===== config.mk =====
export PLATFORM = sky130hd
export DESIGN_NAME = operand_sequencer_flat
export DESIGN_NICKNAME = d
export VERILOG_FILES = /design/src/rtl/operand_sequencer_pkg.sv /design/src/rtl/operand_sequencer_if.sv /design/src/rtl/operand_sequencer.sv /design/src/flat_wrapper.sv
export SDC_FILE = /design/constraint.sdc
export NUM_CORES = 1
export LEC_CHECK = 0
export CORE_UTILIZATION = 37
export DETAILED_ROUTE_END_ITERATION = 8
export PLACE_DENSITY = 0.78
export SYNTH_ARGS = -nofsm -noshare
export SYNTH_HDL_FRONTEND = slang
export SYNTH_SLANG_ARGS = --single-unit

===== constraint.sdc =====
create_clock -name clk -period 2.1 [get_ports clk]
set_clock_uncertainty 0.05 [all_clocks]
set_input_delay 0.42 -clock clk [delete_from_list [all_inputs] [get_ports clk]]
set_output_delay 0.42 -clock clk [all_outputs]
set_load 0.02 [all_outputs]

===== src/rtl/operand_sequencer_pkg.sv =====
// Shared types and default widths for the operand sequencer.
package operand_sequencer_pkg;

   localparam int unsigned DEF_ADDR_W = 5;
   localparam int unsigned DEF_DATA_W = 32;

   typedef enum logic [2:0] {
      StIdle,
      StFetch,
      StIssue,
      StWait,
      StDone
   } state_t;

endpackage


===== src/rtl/operand_sequencer_if.sv =====
// ROM, adder handshake and status bundle; master is the sequencer side.
interface operand_sequencer_if #(
   parameter int unsigned ADDR_W = operand_sequencer_pkg::DEF_ADDR_W,
   parameter int unsigned DATA_W = operand_sequencer_pkg::DEF_DATA_W
);
   logic              start;
   logic [ADDR_W:0]   num_ops;
   logic [ADDR_W-1:0] rom_addr;
   logic [DATA_W-1:0] rom_x;
   logic [DATA_W-1:0] rom_y;
   logic              rom_c;
   logic              op_valid;
   logic              op_ready;
   logic [DATA_W-1:0] x_out;
   logic [DATA_W-1:0] y_out;
   logic              c_out;
   logic              res_valid;
   logic [DATA_W-1:0] res_sum;
   logic              res_cout;
   logic [DATA_W-1:0] sum_q;
   logic              cout_q;
   logic              res_strobe;
   logic [ADDR_W-1:0] res_addr;
   logic [ADDR_W:0]   cout_cnt;
   logic              busy;
   logic              done;
   logic              proto_err;

   modport master (
      input  start, num_ops, rom_x, rom_y, rom_c, op_ready, res_valid, res_sum, res_cout,
      output rom_addr, op_valid, x_out, y_out, c_out, sum_q, cout_q, res_strobe, res_addr,
             cout_cnt, busy, done, proto_err
   );

   modport slave (
      output start, num_ops, rom_x, rom_y, rom_c, op_ready, res_valid, res_sum, res_cout,
      input  rom_addr, op_valid, x_out, y_out, c_out, sum_q, cout_q, res_strobe, res_addr,
             cout_cnt, busy, done, proto_err
   );

endinterface


===== src/rtl/operand_sequencer.sv =====
// Walks the operand ROM, issues each x/y/carry triple to the adder and collects the results.
module operand_sequencer
   import operand_sequencer_pkg::*;
#(
   parameter int unsigned ADDR_W = DEF_ADDR_W,
   parameter int unsigned DATA_W = DEF_DATA_W
) (
   input logic                clk,
   input logic                reset_n,
   operand_sequencer_if.master bus
);

   state_t            state_q, state_d;
   logic [ADDR_W-1:0] addr_q, addr_d;
   logic [ADDR_W:0]   num_q, num_d;
   logic [ADDR_W:0]   cnt_q, cnt_d;
   logic [DATA_W-1:0] x_q, x_d, y_q, y_d;
   logic              c_q, c_d;
   logic [DATA_W-1:0] sum_q, sum_d;
   logic              cout_q, cout_d;
   logic [ADDR_W-1:0] raddr_q, raddr_d;
   logic              strobe_q, strobe_d;
   logic              err_q, err_d;

   always_ff @(posedge clk) begin
      if (!reset_n) begin
         state_q  <= StIdle;
         addr_q   <= '0;
         num_q    <= '0;
         cnt_q    <= '0;
         x_q      <= '0;
         y_q      <= '0;
         c_q      <= 1'b0;
         sum_q    <= '0;
         cout_q   <= 1'b0;
         raddr_q  <= '0;
         strobe_q <= 1'b0;
         err_q    <= 1'b0;
      end else begin
         state_q  <= state_d;
         addr_q   <= addr_d;
         num_q    <= num_d;
         cnt_q    <= cnt_d;
         x_q      <= x_d;
         y_q      <= y_d;
         c_q      <= c_d;
         sum_q    <= sum_d;
         cout_q   <= cout_d;
         raddr_q  <= raddr_d;
         strobe_q <= strobe_d;
         err_q    <= err_d;
      end
   end

   always_comb begin
      state_d  = state_q;
      addr_d   = addr_q;
      num_d    = num_q;
      cnt_d    = cnt_q;
      x_d      = x_q;
      y_d      = y_q;
      c_d      = c_q;
      sum_d    = sum_q;
      cout_d   = cout_q;
      raddr_d  = raddr_q;
      strobe_d = 1'b0;
      err_d    = err_q;

      unique case (state_q)
         StIdle, StDone: begin
            if (bus.start) begin
               addr_d = '0;
               cnt_d  = '0;
               if (bus.num_ops == '0) begin
                  state_d = StDone;
               end else begin
                  err_d   = 1'b0;
                  num_d   = bus.num_ops;
                  state_d = StFetch;
               end
            end
         end
         StFetch: begin
            x_d     = bus.rom_x;
            y_d     = bus.rom_y;
            c_d     = bus.rom_c;
            state_d = StIssue;
         end
         StIssue: begin
            if (bus.op_ready) state_d = StWait;
         end
         StWait: begin
            if (bus.res_valid) begin
               sum_d    = bus.res_sum;
               cout_d   = bus.res_cout;
               raddr_d  = addr_q;
               strobe_d = 1'b1;
               cnt_d    = cnt_q + {{ADDR_W{1'b0}}, bus.res_cout};
               // Widened compare so num_ops == 2**ADDR_W stops at the top entry without wrapping.
               if ({1'b0, addr_q} == num_q - (ADDR_W + 1)'(1)) begin
                  state_d = StDone;
               end else begin
                  addr_d  = addr_q + ADDR_W'(1);
                  state_d = StFetch;
               end
            end
         end
         default: state_d = StIdle;
      endcase

      if (bus.res_valid && (state_q != StWait)) err_d = 1'b1;
   end

   assign bus.rom_addr   = addr_q;
   assign bus.op_valid   = (state_q == StIssue);
   assign bus.x_out      = x_q;
   assign bus.y_out      = y_q;
   assign bus.c_out      = c_q;
   assign bus.sum_q      = sum_q;
   assign bus.cout_q     = cout_q;
   assign bus.res_strobe = strobe_q;
   assign bus.res_addr   = raddr_q;
   assign bus.cout_cnt   = cnt_q;
   assign bus.busy       = (state_q == StFetch) || (state_q == StIssue) || (state_q == StWait);
   assign bus.done       = (state_q == StDone);
   assign bus.proto_err  = err_q;

endmodule


===== src/flat_wrapper.sv =====
// flat-port wrapper written by rule: the top's interface ports become plain ports
module operand_sequencer_flat import operand_sequencer_pkg::*;
#(
   parameter int unsigned ADDR_W = DEF_ADDR_W,
   parameter int unsigned DATA_W = DEF_DATA_W
)
  (clk, reset_n, bus_start, bus_num_ops, bus_rom_x, bus_rom_y, bus_rom_c, bus_op_ready, bus_res_valid, bus_res_sum, bus_res_cout, bus_rom_addr, bus_op_valid, bus_x_out, bus_y_out, bus_c_out, bus_sum_q, bus_cout_q, bus_res_strobe, bus_res_addr, bus_cout_cnt, bus_busy, bus_done, bus_proto_err);
  operand_sequencer_if #(.ADDR_W(ADDR_W), .DATA_W(DATA_W)) bus_i ();
  input logic clk;
  input logic reset_n;
  input wire logic [$bits(bus_i.start)-1:0] bus_start;
  input wire logic [$bits(bus_i.num_ops)-1:0] bus_num_ops;
  input wire logic [$bits(bus_i.rom_x)-1:0] bus_rom_x;
  input wire logic [$bits(bus_i.rom_y)-1:0] bus_rom_y;
  input wire logic [$bits(bus_i.rom_c)-1:0] bus_rom_c;
  input wire logic [$bits(bus_i.op_ready)-1:0] bus_op_ready;
  input wire logic [$bits(bus_i.res_valid)-1:0] bus_res_valid;
  input wire logic [$bits(bus_i.res_sum)-1:0] bus_res_sum;
  input wire logic [$bits(bus_i.res_cout)-1:0] bus_res_cout;
  output wire logic [$bits(bus_i.rom_addr)-1:0] bus_rom_addr;
  output wire logic [$bits(bus_i.op_valid)-1:0] bus_op_valid;
  output wire logic [$bits(bus_i.x_out)-1:0] bus_x_out;
  output wire logic [$bits(bus_i.y_out)-1:0] bus_y_out;
  output wire logic [$bits(bus_i.c_out)-1:0] bus_c_out;
  output wire logic [$bits(bus_i.sum_q)-1:0] bus_sum_q;
  output wire logic [$bits(bus_i.cout_q)-1:0] bus_cout_q;
  output wire logic [$bits(bus_i.res_strobe)-1:0] bus_res_strobe;
  output wire logic [$bits(bus_i.res_addr)-1:0] bus_res_addr;
  output wire logic [$bits(bus_i.cout_cnt)-1:0] bus_cout_cnt;
  output wire logic [$bits(bus_i.busy)-1:0] bus_busy;
  output wire logic [$bits(bus_i.done)-1:0] bus_done;
  output wire logic [$bits(bus_i.proto_err)-1:0] bus_proto_err;
  assign bus_i.start = bus_start;
  assign bus_i.num_ops = bus_num_ops;
  assign bus_i.rom_x = bus_rom_x;
  assign bus_i.rom_y = bus_rom_y;
  assign bus_i.rom_c = bus_rom_c;
  assign bus_i.op_ready = bus_op_ready;
  assign bus_i.res_valid = bus_res_valid;
  assign bus_i.res_sum = bus_res_sum;
  assign bus_i.res_cout = bus_res_cout;
  assign bus_rom_addr = bus_i.rom_addr;
  assign bus_op_valid = bus_i.op_valid;
  assign bus_x_out = bus_i.x_out;
  assign bus_y_out = bus_i.y_out;
  assign bus_c_out = bus_i.c_out;
  assign bus_sum_q = bus_i.sum_q;
  assign bus_cout_q = bus_i.cout_q;
  assign bus_res_strobe = bus_i.res_strobe;
  assign bus_res_addr = bus_i.res_addr;
  assign bus_cout_cnt = bus_i.cout_cnt;
  assign bus_busy = bus_i.busy;
  assign bus_done = bus_i.done;
  assign bus_proto_err = bus_i.proto_err;
  operand_sequencer #(.ADDR_W(ADDR_W), .DATA_W(DATA_W)) u_core (.clk(clk), .reset_n(reset_n), .bus(bus_i));
endmodule

==> impl_results.md <==
- Max-cap violations: 0
- Worst Hold Launch: reset_n
- Fmax achieved: approximately 500 MHz
- Global placement routability congestion: ~0.8
- Initial antenna violation count: 0
- Hold WS: 0.3641 ns
- Total core area: about 0.013 mm2
- Vias in the first global route: roughly 4,600
- Post-Route WL: between 10 and 15 mm
- First-pass DRT Iterations: 4
- Critical path arrival: 2.33 ns
- DR vias/cell: ~4.7
- Status: completed
- Number of port buffers: 227
- Startpoint Class: flop
- Largest net degree at the start of global routing: 74
- Mean Syn Cell Area: 8.382 um2
- Design Power: ~6500 uW
- RSZ-0062 raised after global routing: false
- Hpwl dp: 9.558 mm
- Clock Latency Late Sink: 0.41 ns
- Worst Path Max Fanout: 4
- Remaining Overflow, GRT: 0
- Reg2reg path depth: 6
- Setup TNS: 0 ns
- HP Class: input port to flop
- Ys Warns: 0
- CTS sink count: 125
- Synth Register Bits: 125
- Setup Fix Bufs, Post-CTS: 0
- Full die area: 0.01395 mm2
- Post-Syn Instances: ~600
- Power per Cell Area: ~790 mW/mm2
- Measured slew at the worst slew-check pin: roughly 0.37 ns
- Starting Density: 0.3781
- Worst Setup End Kind: flop
- FF-to-FF End: u_core.bus.rom_addr[3]$_SDFFE_PN0P_
- Max rail drop VDD: between 600 and 700 uV
- Mapped Nets: around 710
- Fin. Hold Viols: 0
- Main flop type after synthesis: dfxtp_1
- Vias: about 4,700
- LEAKAGE: ~0.0029 uW
- Hold Crit Depth: 3
- Die Span Y: 118.1 um
- Max-slew headroom: 0.7529
- Chip Width: about 120 um
- Sequential element share of the synthesized area: 0.5018
- Worst-path clk slew: approximately 0.050 ns
- Final setup fails: 0
- Async set-reset flop share out of synthesis: 0
- Critical register-to-register path startpoint: u_core.num_q[0]$_SDFFE_PN0P_
- Final #Nets: around 940
- Number of remaining DRC errors: 0
- DRT iter0 DRCs: between 200 and 250
- Slew Limit Fails: 0
- Area growth, synth to finish: 63.32%
- First-pass GRT wire length: about 23 mm
- Avg WL per Cell: approximately 14 um
- Tmin final: 2.042 ns
- Post-synth EDFFs: 0
- Post-Syn Area: roughly 0.0050 mm2
- Clk buf depth: 2
- Hold Path Sink: u_core.state_q[1]$_SDFFE_PN0P_
- Req. time, crit path: between 2 and 2.5 ns
- Worst R2R Setup Slack: 0.06 ns
- Cts hold-fix bufs: 0
- Crit share post-route: 0.9723
- Io pins: 228
- GR Util All Layers: 0.2037
- Share of post-route cells with drive strength above 1: 0.07895
- Yosys cell types: 42
- Clock root buffer master: clkbuf_16
- CTS Buf Count: 17
- H-Tree Depth: 4
- Row count: 42
- Diodes inserted: 0
- CTS tree: built
- Post-route ant nets: 0
- Critical path class: flop to flop
## sequential cells by signal (all words and copies together), names as in the netlist, 3 cells and up
name and count:
u_core.bus.cout_cnt 6, u_core.state_q 3, u_core.bus.res_addr 5, u_core.bus.y_out 32
u_core.bus.sum_q 32, u_core.bus.x_out 32, u_core.bus.rom_addr 5, u_core.num_q 6
## stage by stage
| step | utilization | worst slack (ns) | cells | area (um2) |
|---|---|---|---|---|
| after floorplan | - | 0.01473 | 595 | 4987 |
| after global placement | 0.5712 | -0.02052 | 980 | 7535 |
| after detailed placement | 0.5712 | -0.05737 | 980 | 7535 |
| after CTS | 0.6164 | 0.02973 | 1012 | 8130 |
| after global routing | 0.6175 | 0.001260 | 1012 | 8145 |
| final | 0.6175 | 0.05815 | 1012 | 8145 |
## worst max-delay path by stage
stage | startpoint | endpoint | slack (ns) | cells after the start
floorplan | u_core.num_q[0]$_SDFFE_PN0P_ | u_core.state_q[0]$_SDFFE_PN0P_ | 0.01 | 7
global placement | bus_start | u_core.num_q[1]$_SDFFE_PN0P_ | -0.02 | 6
detailed placement | bus_start | u_core.num_q[5]$_SDFFE_PN0P_ | -0.06 | 6
CTS | u_core.num_q[0]$_SDFFE_PN0P_ | u_core.state_q[2]$_SDFFE_PN0P_ | 0.03 | 7
global route | u_core.num_q[1]$_SDFFE_PN0P_ | u_core.state_q[2]$_SDFFE_PN0P_ | 0.001 | 7
finish | u_core.num_q[0]$_SDFFE_PN0P_ | u_core.bus.rom_addr[3]$_SDFFE_PN0P_ | 0.06 | 6
## synthesized netlist by cell type, types with 2 or more instances
master | n | area [um2]
a21boi_0 | 105 | 788.3
nand3_1 | 5 | 25.02
and3_1 | 3 | 18.77
buf_2 | 2 | 10.01
dfxtp_1 | 125 | 2502
mux2i_1 | 9 | 90.09
xnor2_1 | 4 | 35.03
nand2_1 | 223 | 837.1
and2_1 | 2 | 12.51
o21ai_0 | 4 | 20.02
ha_1 | 4 | 50.05
xor2_1 | 6 | 52.55
a21oi_2 | 2 | 17.52
nand2b_1 | 2 | 12.51
inv_1 | 7 | 26.28
a211oi_1 | 2 | 15.01
a21oi_1 | 2 | 10.01
nor4_1 | 2 | 12.51
clkbuf_1 | 38 | 142.6
or3b_2 | 2 | 17.52
nand4_1 | 8 | 50.05
nor2b_1 | 8 | 50.05
nor2_1 | 11 | 41.29
## cell type report
type / count / area [um2]
multi-input combinational: 422 / 2318
sequential: 125 / 2507
inverter: 7 / 26.28
tap: 176 / 220.2
fill: 1135 / 5045
clock buffer: 25 / 485.5
clock inverter: 7 / 110.1
timing repair buffer: 250 / 2477
## routing by layer
metal | up-vias | global-route usage | part of all wire
met3 | 15 | 0.08382 | 0.073
met4 | 0 | 0.06651 | 0.016
met1 | 2127 | 0.2336 | 0.43
li1 | 2412 | - | -
met2 | 160 | 0.3419 | 0.48
met5 | - | 0 | 0
## critical path, cell delays in order (launching register included)
cell and delay, ns:
dfxtp_2 0.32, or3_4 0.40, or4_4 0.42, and4_4 0.21, buf_6 0.12, a2111o_1 0.38, o21ai_1 0.07
## cells by family (layout without fill, tap and decap cells)
| group | Yosys count | count (layout) | synth area share |
|---|---|---|---|
| fa+ha+maj | 4 | 4 | 0.01004 |
| buf+inv | 48 | 289 | 0.03663 |
| simple gates | 273 | 273 | 0.2283 |
| mux | 9 | 9 | 0.01806 |
| compound gates | 126 | 126 | 0.1877 |
| flops | 125 | 125 | 0.5018 |
| xor+xnor | 10 | 10 | 0.01756 |
## layout by cell type (no fill, tap or decap), types with 5 or more instances in the layout
cell type	netlist	routed
clkbuf_1	38	5
nand4_1	8	8
nand2_1	223	223
nor2b_1	8	8
nor2_1	11	11
clkbuf_16	0	17
clkdlybuf4s50_1	0	223
dfxtp_1	125	121
inv_1	7	7
mux2i_1	9	9
buf_4	0	19
xor2_1	6	6
a21boi_0	105	105
## power breakdown
part           internal (uW)  leakage, uW  switching [uW]
logic                    513      0.00159             454
clock network           1950     0.000295             991
registers               2480      0.00102            64.5
total                   4950      0.00291            1510
## repair_timing
item,CTS,global route
pin swaps,0,1
endpoints found under the setup margin,4,6
resized for setup,6,4
hold endpoints to repair,0,0
(Power assumes the default switching activity.)
